$ cat src/rtl/fetch_pkg.sv
// Shared defaults, queue entry layout and sizing helper for the instruction fetch front end.
package fetch_pkg;

  localparam int FETCH_ADDR_WIDTH = 16;
  localparam int FETCH_DATA_WIDTH = 16;
  localparam logic [FETCH_ADDR_WIDTH-1:0] FETCH_RESET_VECTOR = 16'h0000;

  typedef struct packed {
    logic [FETCH_ADDR_WIDTH-1:0] pc;
    logic [FETCH_DATA_WIDTH-1:0] word;
  } fetch_entry_t;

  // Width of an occupancy counter that must represent 0..depth inclusive.
  function automatic int fetch_count_width(input int depth);
    return $clog2(depth + 1);
  endfunction

endpackage

$ cat src/rtl/fetch_fifo.sv
// Synchronous first-word-fall-through FIFO with a synchronous flush; DEPTH must be a power of two.
module fetch_fifo
  import fetch_pkg::*;
#(
  parameter int WIDTH = 32,
  parameter int DEPTH = 4,
  localparam int CW = fetch_count_width(DEPTH),
  localparam int PW = $clog2(DEPTH)
) (
  input  logic             clk,
  input  logic             reset_n,
  input  logic             flush,
  input  logic             push,
  input  logic [WIDTH-1:0] push_data,
  input  logic             pop,
  output logic [WIDTH-1:0] head_data,
  output logic [CW-1:0]    count
);

  logic [WIDTH-1:0] mem_r [DEPTH];
  logic [PW-1:0]    rd_ptr_r;
  logic [PW-1:0]    wr_ptr_r;
  logic [CW-1:0]    count_r;
  logic             push_s;
  logic             pop_s;

  // Qualify push/pop: flush wins, pushes never overrun and pops never underrun.
  always_comb begin
    push_s = 1'b0;
    pop_s  = 1'b0;
    if (flush) begin
      push_s = 1'b0;
      pop_s  = 1'b0;
    end else begin
      push_s = push && (count_r != CW'(DEPTH));
      pop_s  = pop && (count_r != {CW{1'b0}});
    end
  end

  // Pointer and occupancy bookkeeping.
  always_ff @(posedge clk) begin
    if (!reset_n || flush) begin
      rd_ptr_r <= {PW{1'b0}};
      wr_ptr_r <= {PW{1'b0}};
      count_r  <= {CW{1'b0}};
    end else begin
      if (push_s) begin
        wr_ptr_r <= wr_ptr_r + PW'(1);
      end
      if (pop_s) begin
        rd_ptr_r <= rd_ptr_r + PW'(1);
      end
      case ({push_s, pop_s})
        2'b10:   count_r <= count_r + CW'(1);
        2'b01:   count_r <= count_r - CW'(1);
        default: count_r <= count_r;
      endcase
    end
  end

  // Storage array; contents are meaningless until written so it carries no reset.
  always_ff @(posedge clk) begin
    if (push_s) begin
      mem_r[wr_ptr_r] <= push_data;
    end
  end

  assign head_data = mem_r[rd_ptr_r];
  assign count     = count_r;

endmodule

$ cat src/rtl/fetch_queue.sv
// Instruction fetch front end: fetch PC, single outstanding read tracking and a prefetch queue.
// Optional macro FETCH_BYPASS_EN lets an arriving word reach the consumer in its arrival cycle.
module fetch_queue
  import fetch_pkg::*;
#(
  parameter int ADDR_WIDTH = 16,
  parameter int DATA_WIDTH = 16,
  parameter int DEPTH = 4,
  parameter logic [ADDR_WIDTH-1:0] RESET_VECTOR = ADDR_WIDTH'(FETCH_RESET_VECTOR),
  localparam int CW = fetch_count_width(DEPTH)
) (
  input  logic                  clk,
  input  logic                  reset_in_n,
  output logic                  mem_req,
  output logic [ADDR_WIDTH-1:0] mem_addr,
  input  logic                  mem_grant,
  input  logic [DATA_WIDTH-1:0] mem_data,
  input  logic                  redirect,
  input  logic [ADDR_WIDTH-1:0] redirect_addr,
  output logic                  instr_valid,
  output logic [DATA_WIDTH-1:0] instr,
  output logic [ADDR_WIDTH-1:0] instr_pc,
  input  logic                  instr_ready,
  output logic [CW-1:0]         queue_count
);

  typedef struct packed {
    logic [ADDR_WIDTH-1:0] pc;
    logic [DATA_WIDTH-1:0] word;
  } entry_t;

  localparam logic [CW:0] DEPTH_OCC = (CW + 1)'(DEPTH);

  logic [ADDR_WIDTH-1:0] pc_r;
  logic [ADDR_WIDTH-1:0] inflight_pc_r;
  logic                  inflight_r;
  logic                  inflight_epoch_r;
  logic                  epoch_r;

  logic [CW:0]           occupancy_s;
  logic                  take_s;
  logic                  rsp_live_s;
  logic                  bypass_s;
  logic                  push_s;
  logic                  pop_s;
  logic                  fifo_valid_s;
  logic [CW-1:0]         count_s;
  entry_t                push_entry_s;
  entry_t                head_entry_s;

  // Request rule, response qualification and head/bypass output selection.
  always_comb begin
    occupancy_s = {1'b0, count_s} + {{CW{1'b0}}, inflight_r};
    if (reset_in_n && !redirect && (occupancy_s < DEPTH_OCC)) begin
      mem_req = 1'b1;
    end else begin
      mem_req = 1'b0;
    end
    take_s       = mem_req && mem_grant;
    // A stale epoch or a redirect this cycle kills the returning word.
    rsp_live_s   = inflight_r && (inflight_epoch_r == epoch_r) && !redirect;
    push_entry_s = '{pc: inflight_pc_r, word: mem_data};
    fifo_valid_s = (count_s != {CW{1'b0}});
`ifdef FETCH_BYPASS_EN
    bypass_s     = rsp_live_s && !fifo_valid_s;
`else
    bypass_s     = 1'b0;
`endif
    if (bypass_s) begin
      instr_valid = 1'b1;
      instr       = mem_data;
      instr_pc    = inflight_pc_r;
    end else begin
      instr_valid = fifo_valid_s;
      instr       = head_entry_s.word;
      instr_pc    = head_entry_s.pc;
    end
    push_s = rsp_live_s && !(bypass_s && instr_ready);
    pop_s  = fifo_valid_s && instr_ready;
  end

  // Fetch PC, outstanding-read tag and flush epoch.
  always_ff @(posedge clk) begin
    if (!reset_in_n) begin
      pc_r             <= RESET_VECTOR;
      inflight_pc_r    <= RESET_VECTOR;
      inflight_r       <= 1'b0;
      inflight_epoch_r <= 1'b0;
      epoch_r          <= 1'b0;
    end else begin
      inflight_r <= take_s;
      if (take_s) begin
        inflight_pc_r    <= pc_r;
        inflight_epoch_r <= epoch_r;
      end
      if (redirect) begin
        pc_r    <= redirect_addr;
        epoch_r <= ~epoch_r;
      end else if (take_s) begin
        pc_r <= pc_r + ADDR_WIDTH'(1);
      end
    end
  end

  fetch_fifo #(
    .WIDTH($bits(entry_t)),
    .DEPTH(DEPTH)
  ) u_fifo (
    .clk      (clk),
    .reset_n  (reset_in_n),
    .flush    (redirect),
    .push     (push_s),
    .push_data(push_entry_s),
    .pop      (pop_s),
    .head_data(head_entry_s),
    .count    (count_s)
  );

  assign mem_addr    = pc_r;
  assign queue_count = count_s;

endmodule

$ cat config.mk
export PLATFORM = sky130hd
export DESIGN_NAME = fetch_queue
export DESIGN_NICKNAME = d
export VERILOG_FILES = /design/src/rtl/fetch_pkg.sv /design/src/rtl/fetch_fifo.sv /design/src/rtl/fetch_queue.sv
export SDC_FILE = /design/constraint.sdc
export NUM_CORES = 1
export LEC_CHECK = 0
export CORE_ASPECT_RATIO = 1.75
export CORE_UTILIZATION = 54
export DETAILED_ROUTE_END_ITERATION = 8
export GPL_TIMING_DRIVEN = 0
export PLACE_DENSITY_LB_ADDON = 0.2
export SLEW_MARGIN = 20
export SYNTH_ARGS = -nofsm -noshare
export SYNTH_HDL_FRONTEND = slang
export SYNTH_SLANG_ARGS = --single-unit
export TNS_END_PERCENT = 5
$ cat constraint.sdc
create_clock -name clk -period 2.9 [get_ports clk]
set_input_delay 0.87 -clock clk [delete_from_list [all_inputs] [get_ports clk]]
set_output_delay 0.87 -clock clk [all_outputs]
set_load 0.005 [all_outputs]
==> results of run 1 <==
critical path, delay by kind of cell (launching register included):
family,cells,cell delay [ps]
DFF,1,410
buffers and inverters,2,640
muxes,1,510
power by group through the flow:
stage | combinational [µW] | clock (µW) | sequential (µW)
global placement | 192 | 0 | 2740
detailed placement | 199 | 0 | 2740
floorplan | 76.2 | 0 | 2730
global route | 217 | 2390 | 2680
CTS | 199 | 2280 | 2680
finish | 201 | 2250 | 2680
routing by layer:
layer  vias up  part of all wire [%]  GRT usage (%)
met5         -                     0              0
met4         0                   2.8           10.7
met3        22                   3.8           4.99
met2       138                    54           38.2
met1      1967                    40           25.1
li1       1824                     -              -
through the flow:
step,setup TNS [ps],hold slack [ps],util [%]
CTS,-1010,481,70.2
global route,-88.7,520,70.7
floorplan,0,450,-
finish,0,477,70.7
global placement,-142030,464,64.3
detailed placement,-35990,470,65.0
cell families (layout without fill, tap and decap cells):
kind of cell | count (synthesis) | after routing
flops | 172 | 172
simple gates | 107 | 107
compound gates | 54 | 54
mux | 34 | 34
buf+inv | 32 | 157
xor+xnor | 10 | 10
fa+ha+maj | 7 | 7
cell usage after synthesis (all sizes together):
master	instances
and3b	1
nand3	6
ha	6
dfxtp	44
nor2b	1
nor4	1
a311o	1
fa	1
and3	7
or3	5
or4b	1
nor3	1
clkbuf	10
and2	4
clkinv	1
edfxtp	128
mux2i	2
or2	1
xnor2	5
a2bb2oi	1
o21a	1
inv	10
a31oi	6
a21oi	28
xor2	5
buf	11
mux4	32
nor2	22
a311oi	1
a22oi	2
nand2	47
o21ai	10
nand2b	2
a32oi	3
nand4	8
o211ai	1
what timing repair did:
| action | CTS | global route |
|---|---|---|
| gates resized for setup | 24 | 16 |
| hold buffers | 0 | 0 |
| setup buffers | 0 | 1 |
| setup endpoints to repair | 33 | 33 |
worst paths after layout:
kind | endpoint | cells past startpoint
max | instr[1] | 3
min | inflight_epoch_r | 2
max reg2reg | u_fifo.count[2] | 8
min reg2reg | inflight_epoch_r | 2
final cells by class:
type | instances | area, µm²
clock buffer | 17 | 425
inverter | 11 | 53.8
sequential | 172 | 4730
clock inverter | 15 | 176
multi-input combinational | 212 | 1770
buffer | 20 | 145
timing repair buffer | 94 | 986
tap | 165 | 206
fill | 816 | 3510
registers in the layout, summed over array words and instances (netlist names), named ones only:
register / count
mem_addr: 16
epoch_r: 1
inflight_epoch_r: 1
u_fifo.wr_ptr_r: 2
u_fifo.mem_r: 128
inflight_r: 1
u_fifo.count: 3
u_fifo.rd_ptr_r: 2
inflight_pc_r: 16
==> flow_summary.toml, run 1 <==
[status]
status = "completed"

[setup_path]
max_stage_delay_ps = 510
crit_slowest_cell = "mux4_2"
cp_max_fo = 10
path_cells = "buf_8, mux4_2, clkdlybuf4s50_1"
endpoint_kind = "output pin"
cp-start-kind = "flip-flop"
regToRegSetupSlack_ps = 620
criticalPathCategory = "flip-flop to output pin"
reg2reg_from = "u_fifo.count[2]"
critPathArrivalTime_ps = 1980
cp.required_ps = 2030

[final_layout]
drive_gt1_share_pct = 16.6
antenna_cells = 0
layout.nets = 572
syn_to_final_growth_pct = 28.3
final_common_cell = "edfxtp_1"
layout_common_cells = "edfxtp_1, clkdlybuf4s50_1, nand2_1"
instances_no_fill = 706
fin_area_um2 = 8490

[yosys]
synthAdderAreaFrac_pct = 1.44
synth_compound_area_share_pct = 4.71
yosys.area_share.simple_pct = 7.66
netlist_area_um2 = 6620
synth_mux_area_share_pct = 11.2
yosys.area_share.xor_xnor_pct = 1.32
synth_top_family_by_area = "multiplexers"
synth_top_area_share_pct = 58.1
ys_ff_latch = 172
syn_inst = 416
yosys.cell_types.count = 40
yosys-top-cells-area = "edfxtp_1, dfxtp_1, mux4_2"
yosys_warnings = 0
yosys.area.top_type = "edfxtp_1"
syn-num-nets = 460
syn_avg_cell_area_um2 = 15.9
ys_seq_area_share_pct = 71.4

[cts]
cts_tree = "built"
cts_buffer_depth = 2
htreeDepth = 4
cts_made_buffers = 17
clk_latency_ps = 420
cts_sinks = 172
cts_root_buffer = "clkbuf_16"
clk_pin_slew_ps = 70

[placed_design]
placedInstanceArea_um2 = 7800
dp_slack_ps = -406
portBuffers = 89
dp.cells = 674
routabilityCongestion = 0.858
post-dp-hpwl_um = 8550

[sta]
final.setup_skew_ps = 10.9
rsz0062_at_grt = "true"
tightest_slew_ps = 592
worst_slack_ps = 53.9
maxSlewViolCount = 0
period_minus_slack_ps = 2850
post-route-period-util_pct = 98.1
fmax_mhz = 351
relSlewSlack_pct = 60.5
hold_viol = 0
setup_viol = 0

[global_routing]
antenna_found_initial = 0
grt-ovfl-total = 0
grt_pass1_wl_um = 20500
grt_usage_pct = 21.8
grt_pass1_vias = 4042
grt_max_degree = 28

[floorplan]
die_h_um = 148
ioPinCount = 90
start_util_pct = 55.1
core_area_um2 = 12000
die_area_um2 = 12700
rows = 53
die_w_um = 85.7

[power_and_ir_drop]
p_per_area_nw_per_um2 = 604
p_clk_share_pct = 43.8
p_seq_share_pct = 52.3
p_sw_share_pct = 22.1
power_uw = 5130
p_int_uw = 4000
leakage_uw = 0.00297
p_comb_share_pct = 3.9
ir_worst_vdd_mv = 0.409
power.switching_uw = 1130

[routing]
vias = 3951
vias_per_cell = 5.60
drt_first_iter_violations = 196
firstDrtPassIters = 5
antenna_left = 0
wire_per_inst_um = 18.2
post-route-drc-count = 0
routed_wirelength_um = 12900

[hold_path]
hold_start = "inflight_epoch_r"
hold_class = "flip-flop to flip-flop"

[job]
drv_cap = 0
Power figures use the tool's default switching activity.
==> run 2: changes to the inputs <==
--- a/config.mk
+++ b/config.mk
@@ -7,9 +7,11 @@
 export LEC_CHECK = 0
 export CORE_ASPECT_RATIO = 1.75
 export CORE_UTILIZATION = 54
+export CTS_CLUSTER_SIZE = 8
 export DETAILED_ROUTE_END_ITERATION = 8
 export GPL_TIMING_DRIVEN = 0
 export PLACE_DENSITY_LB_ADDON = 0.2
+export SETUP_SLACK_MARGIN = 0.02
 export SLEW_MARGIN = 20
 export SYNTH_ARGS = -nofsm -noshare
 export SYNTH_HDL_FRONTEND = slang
==> constraint.sdc (replaced) <==
create_clock -name clk -period 2.9 [get_ports clk]
set_input_delay 0.87 -clock clk [delete_from_list [all_inputs] [get_ports clk]]
set_output_delay 0.87 -clock clk [all_outputs]
set_load 0.05 [all_outputs]
==> flow_summary.toml, run 2 (synthesis gave the netlist of run 1 again) <==
[status]
status = "completed"

[global_routing]
grt_usage_pct = 21.2
grt_pass1_vias = 4002
grt_pass1_wl_um = 20000
grt-ovfl-total = 0
antenna_found_initial = 0
grt_max_degree = 27

[routing]
wire_per_inst_um = 17.8
firstDrtPassIters = 4
routed_wirelength_um = 12500
drt_first_iter_violations = 192
vias_per_cell = 5.46
post-route-drc-count = 0
antenna_left = 0
vias = 3838

[placed_design]
portBuffers = 89
placedInstanceArea_um2 = 7820
post-dp-hpwl_um = 8360
routabilityCongestion = 0.872

[hold_path]
holdPathEnd = "inflight_epoch_r"
hold_start = "inflight_epoch_r"
hold_class = "flip-flop to flip-flop"
hold_path_depth = 2

[sta]
tightest_slew_ps = 561
period_minus_slack_ps = 2900
rsz0062_at_grt = "true"
hold_slack_ps = 484
final.setup_skew_ps = 13.9
maxSlewViolCount = 0
hold_viol = 0
post-route-period-util_pct = 99.9
relSlewSlack_pct = 62.5
fmax_mhz = 345
setup_viol = 0

[cts]
cts_tree = "built"
cts_buffer_depth = 2
cts_sinks = 172
cts_made_buffers = 17
clk_latency_ps = 410
hold_buffers = 0
post-cts-setup-buffers = 0
clk_pin_slew_ps = 60
htreeDepth = 4
cts_root_buffer = "clkbuf_16"

[power_and_ir_drop]
p_per_area_nw_per_um2 = 602
p_comb_share_pct = 5.2
p_int_uw = 3940
p_seq_share_pct = 53.4
p_clk_share_pct = 41.4
power.switching_uw = 1090
ir_worst_vdd_mv = 0.508
leakage_uw = 0.00295
p_sw_share_pct = 21.7

[final_layout]
syn_to_final_growth_pct = 26.2
fin_area_um2 = 8350
antenna_cells = 0
final_common_cell = "edfxtp_1"
top_register = "u_fifo.mem_r"
largest_register_ffs = 128
layout.nets = 571
layout_common_cells = "edfxtp_1, clkdlybuf4s50_1, nand2_1"
drive_gt1_share_pct = 16.5

[job]
drv_cap = 0

[setup_path]
criticalPathCategory = "flip-flop to output pin"
r2r_cells = 8
timing.rr.end = "u_fifo.count[2]"
reg2reg_from = "u_fifo.count[2]"
regToRegSetupSlack_ps = 640
endpoint_kind = "output pin"
cp-start-kind = "flip-flop"
critPathArrivalTime_ps = 2030
cp_max_fo = 10
cp.required_ps = 2030

[floorplan]
ioPinCount = 90
core_area_um2 = 12000
rows = 53
start_util_pct = 55.1
die_w_um = 85.7
die_area_um2 = 12700
die_h_um = 148
run 2: cell type report:
class | instances | area (µm²)
sequential | 172 | 4730
fill | 821 | 3650
multi-input combinational | 212 | 1760
timing repair buffer | 93 | 945
clock buffer | 17 | 425
tap | 165 | 206
clock inverter | 13 | 119
buffer | 20 | 119
inverter | 11 | 53.8
run 2: timing repair:
item,4_1_cts,5_1_grt
resized for setup,63,4
pin swaps,0,0
cloned,0,0
setup endpoints to repair,33,49
run 2: worst max-delay path, cell delays in order, from the launching register on:
cell and delay, ps:
dfxtp_2 430, buf_6 220, mux4_2 530, dlygate4sd2_1 440
run 2: layer usage:
layer | part of all wire [%] | global-route usage (%) | up-vias
met1 | 39 | 24.1 | 1895
met5 | 0 | 0 | -
met2 | 55 | 38.4 | 119
li1 | - | - | 1808
met4 | 2.0 | 8.08 | 0
met3 | 4.1 | 4.66 | 16
run 2: stage by stage:
stage | TNS, ps | std cells | power, µW | setup slack (ps) | util (%)
detailed placement | -47810 | 674 | 3000 | -626 | 65.1
finish | 0 | 703 | 5030 | 1.84 | 69.6
global route | -1560 | 703 | 5160 | -80.6 | 69.6
floorplan | 0 | 416 | 2870 | 188 | -
CTS | -229 | 703 | 5050 | -46.7 | 69.5
global placement | -147950 | 670 | 2990 | -993 | 64.3
run 2: power groups by stage:
stage                     clock network (µW)  logic (µW)  registers [µW]
final                                   2080         262            2680
after global routing                    2190         279            2690
after CTS                               2110         261            2680
after detailed placement                   0         264            2740
after global placement                     0         258            2740
after floorplan                            0        97.8            2780
run 2: worst max path at each step:
stage	startpoint	end	depth (start not counted)
after floorplan	redirect	u_fifo.mem_r[1][0]	4
after global placement	redirect	u_fifo.mem_r[0][13]	5
after detailed placement	reset_in_n	mem_req	5
after CTS	flip-flop	instr_pc[3]	3
after global routing	flip-flop	instr_pc[12]	3
final	flip-flop	instr_pc[1]	3
==> run 3: changes to the inputs <==
--- a/config.mk
+++ b/config.mk
@@ -6,7 +6,7 @@
 export NUM_CORES = 1
 export LEC_CHECK = 0
 export CORE_ASPECT_RATIO = 1.75
-export CORE_UTILIZATION = 54
+export CORE_UTILIZATION = 45
 export CTS_CLUSTER_SIZE = 8
 export DETAILED_ROUTE_END_ITERATION = 8
 export GPL_TIMING_DRIVEN = 0
==> flow_summary.toml, run 3 (synthesis gave the netlist of run 1 again) <==
[status]
violations = "setup timing"
status = "finished, violations left"

[hold_path]
hold_start = "inflight_epoch_r"
hold_class = "flip-flop to flip-flop"
holdPathEnd = "inflight_epoch_r"
hold_path_depth = 2

[final_layout]
top_register = "u_fifo.mem_r"
syn_to_final_growth_pct = 26.6
antenna_cells = 0
layout_common_cells = "edfxtp_1, clkdlybuf4s50_1, nand2_1"
largest_register_ffs = 128
instances_no_fill = 720
layout.nets = 571
drive_gt1_share_pct = 16.7
final_common_cell = "edfxtp_1"
fin_area_um2 = 8380
layout.area.seq_um2 = 4730
n_fill_cell = 1151
multi_input_area_um2 = 1770

[floorplan]
die_w_um = 93.7
die_h_um = 162
ioPinCount = 90
rows = 58
start_util_pct = 46.0
die_area_um2 = 15200
core_area_um2 = 14400

[routing]
vias_per_cell = 5.40
wire_per_inst_um = 18.0
drt_first_iter_violations = 182
antenna_left = 0
routed_wirelength_um = 12900
firstDrtPassIters = 4
vias = 3890
post-route-drc-count = 0

[cts]
cts_made_buffers = 17
cts_buffer_depth = 2
clk_pin_slew_ps = 60
hold_buffers = 0
clk_latency_ps = 410
cts_sinks = 172
cts_tree = "built"
cts_root_buffer = "clkbuf_16"
htreeDepth = 4

[setup_path]
timing.rr.end = "u_fifo.count[2]"
crit_slowest_cell = "mux4_2"
cp.required_ps = 2030
endpoint_kind = "output pin"
cp-start-kind = "flip-flop"
max_stage_delay_ps = 550
criticalPathCategory = "flip-flop to output pin"
cp_max_fo = 10
critPathArrivalTime_ps = 2050
path_cells = "buf_6, mux4_2, dlygate4sd2_1"
r2r_cells = 8
regToRegSetupSlack_ps = 620
reg2reg_from = "u_fifo.count[2]"

[sta]
tightest_slew_ps = 591
period_minus_slack_ps = 2920
hold_slack_ps = 478
maxSlewViolCount = 0
hold_viol = 0
worst_slack_ps = -15.5
post-route-period-util_pct = 101
setup_viol = 1
rsz0062_at_grt = "true"
relSlewSlack_pct = 60.6
final.setup_skew_ps = 7.62
fmax_mhz = 343

[global_routing]
grt_pass1_vias = 4041
grt-ovfl-total = 0
antenna_found_initial = 0
grt_max_degree = 27
grt_pass1_wl_um = 20600
grt_usage_pct = 18.3

[power_and_ir_drop]
p_per_area_nw_per_um2 = 602
ir_worst_vdd_mv = 0.542
leakage_uw = 0.00295
power_uw = 5040

[placed_design]
portBuffers = 89
dp.cells = 689
post-dp-hpwl_um = 8860
placedInstanceArea_um2 = 7820
routabilityCongestion = 0.878

[job]
drv_cap = 0
-- run 3: area by class of cell --
class	count	area share, %
Sequential cell	172	56.4
Multi-Input combinational cell	212	21.2
Timing Repair Buffer	93	11.1
Clock buffer	21	5.63
Tap cell	180	2.69
Buffer	20	1.42
Clock inverter	11	1.00
Inverter	11	0.642
-- run 3: routing by layer --
layer | share of wire, % | global-route usage, %
met3 | 4.7 | 3.64
met4 | 2.1 | 7.34
met1 | 39 | 20.6
met5 | 0 | 0
met2 | 54 | 33.4
-- run 3: worst max-delay path by stage --
stage / startpoint / endpoint / slack, ps / cells past startpoint
3_3_place_gp: redirect / u_fifo.mem_r[1][13] / -1130 / 5
5_1_grt: flip-flop / instr_pc[11] / -80 / 3
2_1_floorplan: redirect / u_fifo.mem_r[1][0] / 190 / 4
4_1_cts: flip-flop / instr_pc[11] / -60 / 3
3_5_place_dp: reset_in_n / mem_req / -660 / 5
6_report: flip-flop / instr_pc[11] / -20 / 3
-- run 3: stage by stage --
stage	utilization [%]	setup slack, ps	TNS [ps]
after floorplan	-	188	0
after global placement	53.8	-1130	-169620
after detailed placement	54.4	-657	-53320
after CTS	58.2	-63.0	-498
after global routing	58.3	-76.8	-1240
final	58.3	-15.5	-15.5
-- run 3: critical path, delay by kind of cell (launching register included) --
kind | cells | cell delay (ps)
buffers and inverters | 2 | 660
DFF | 1 | 420
muxes | 1 | 550
-- run 3: power breakdown --
group,internal [µW],switching (µW),leakage (µW)
Combinational,108,156,0.00103
Clock,1180,912,0.000267
Sequential,2660,30.1,0.00165
Total,3940,1100,0.00295
-- run 3: repair_timing --
item	4_1_cts	5_1_grt
gates resized for setup	62	6
buffers inserted	0	0
endpoints found under the setup margin	34	32
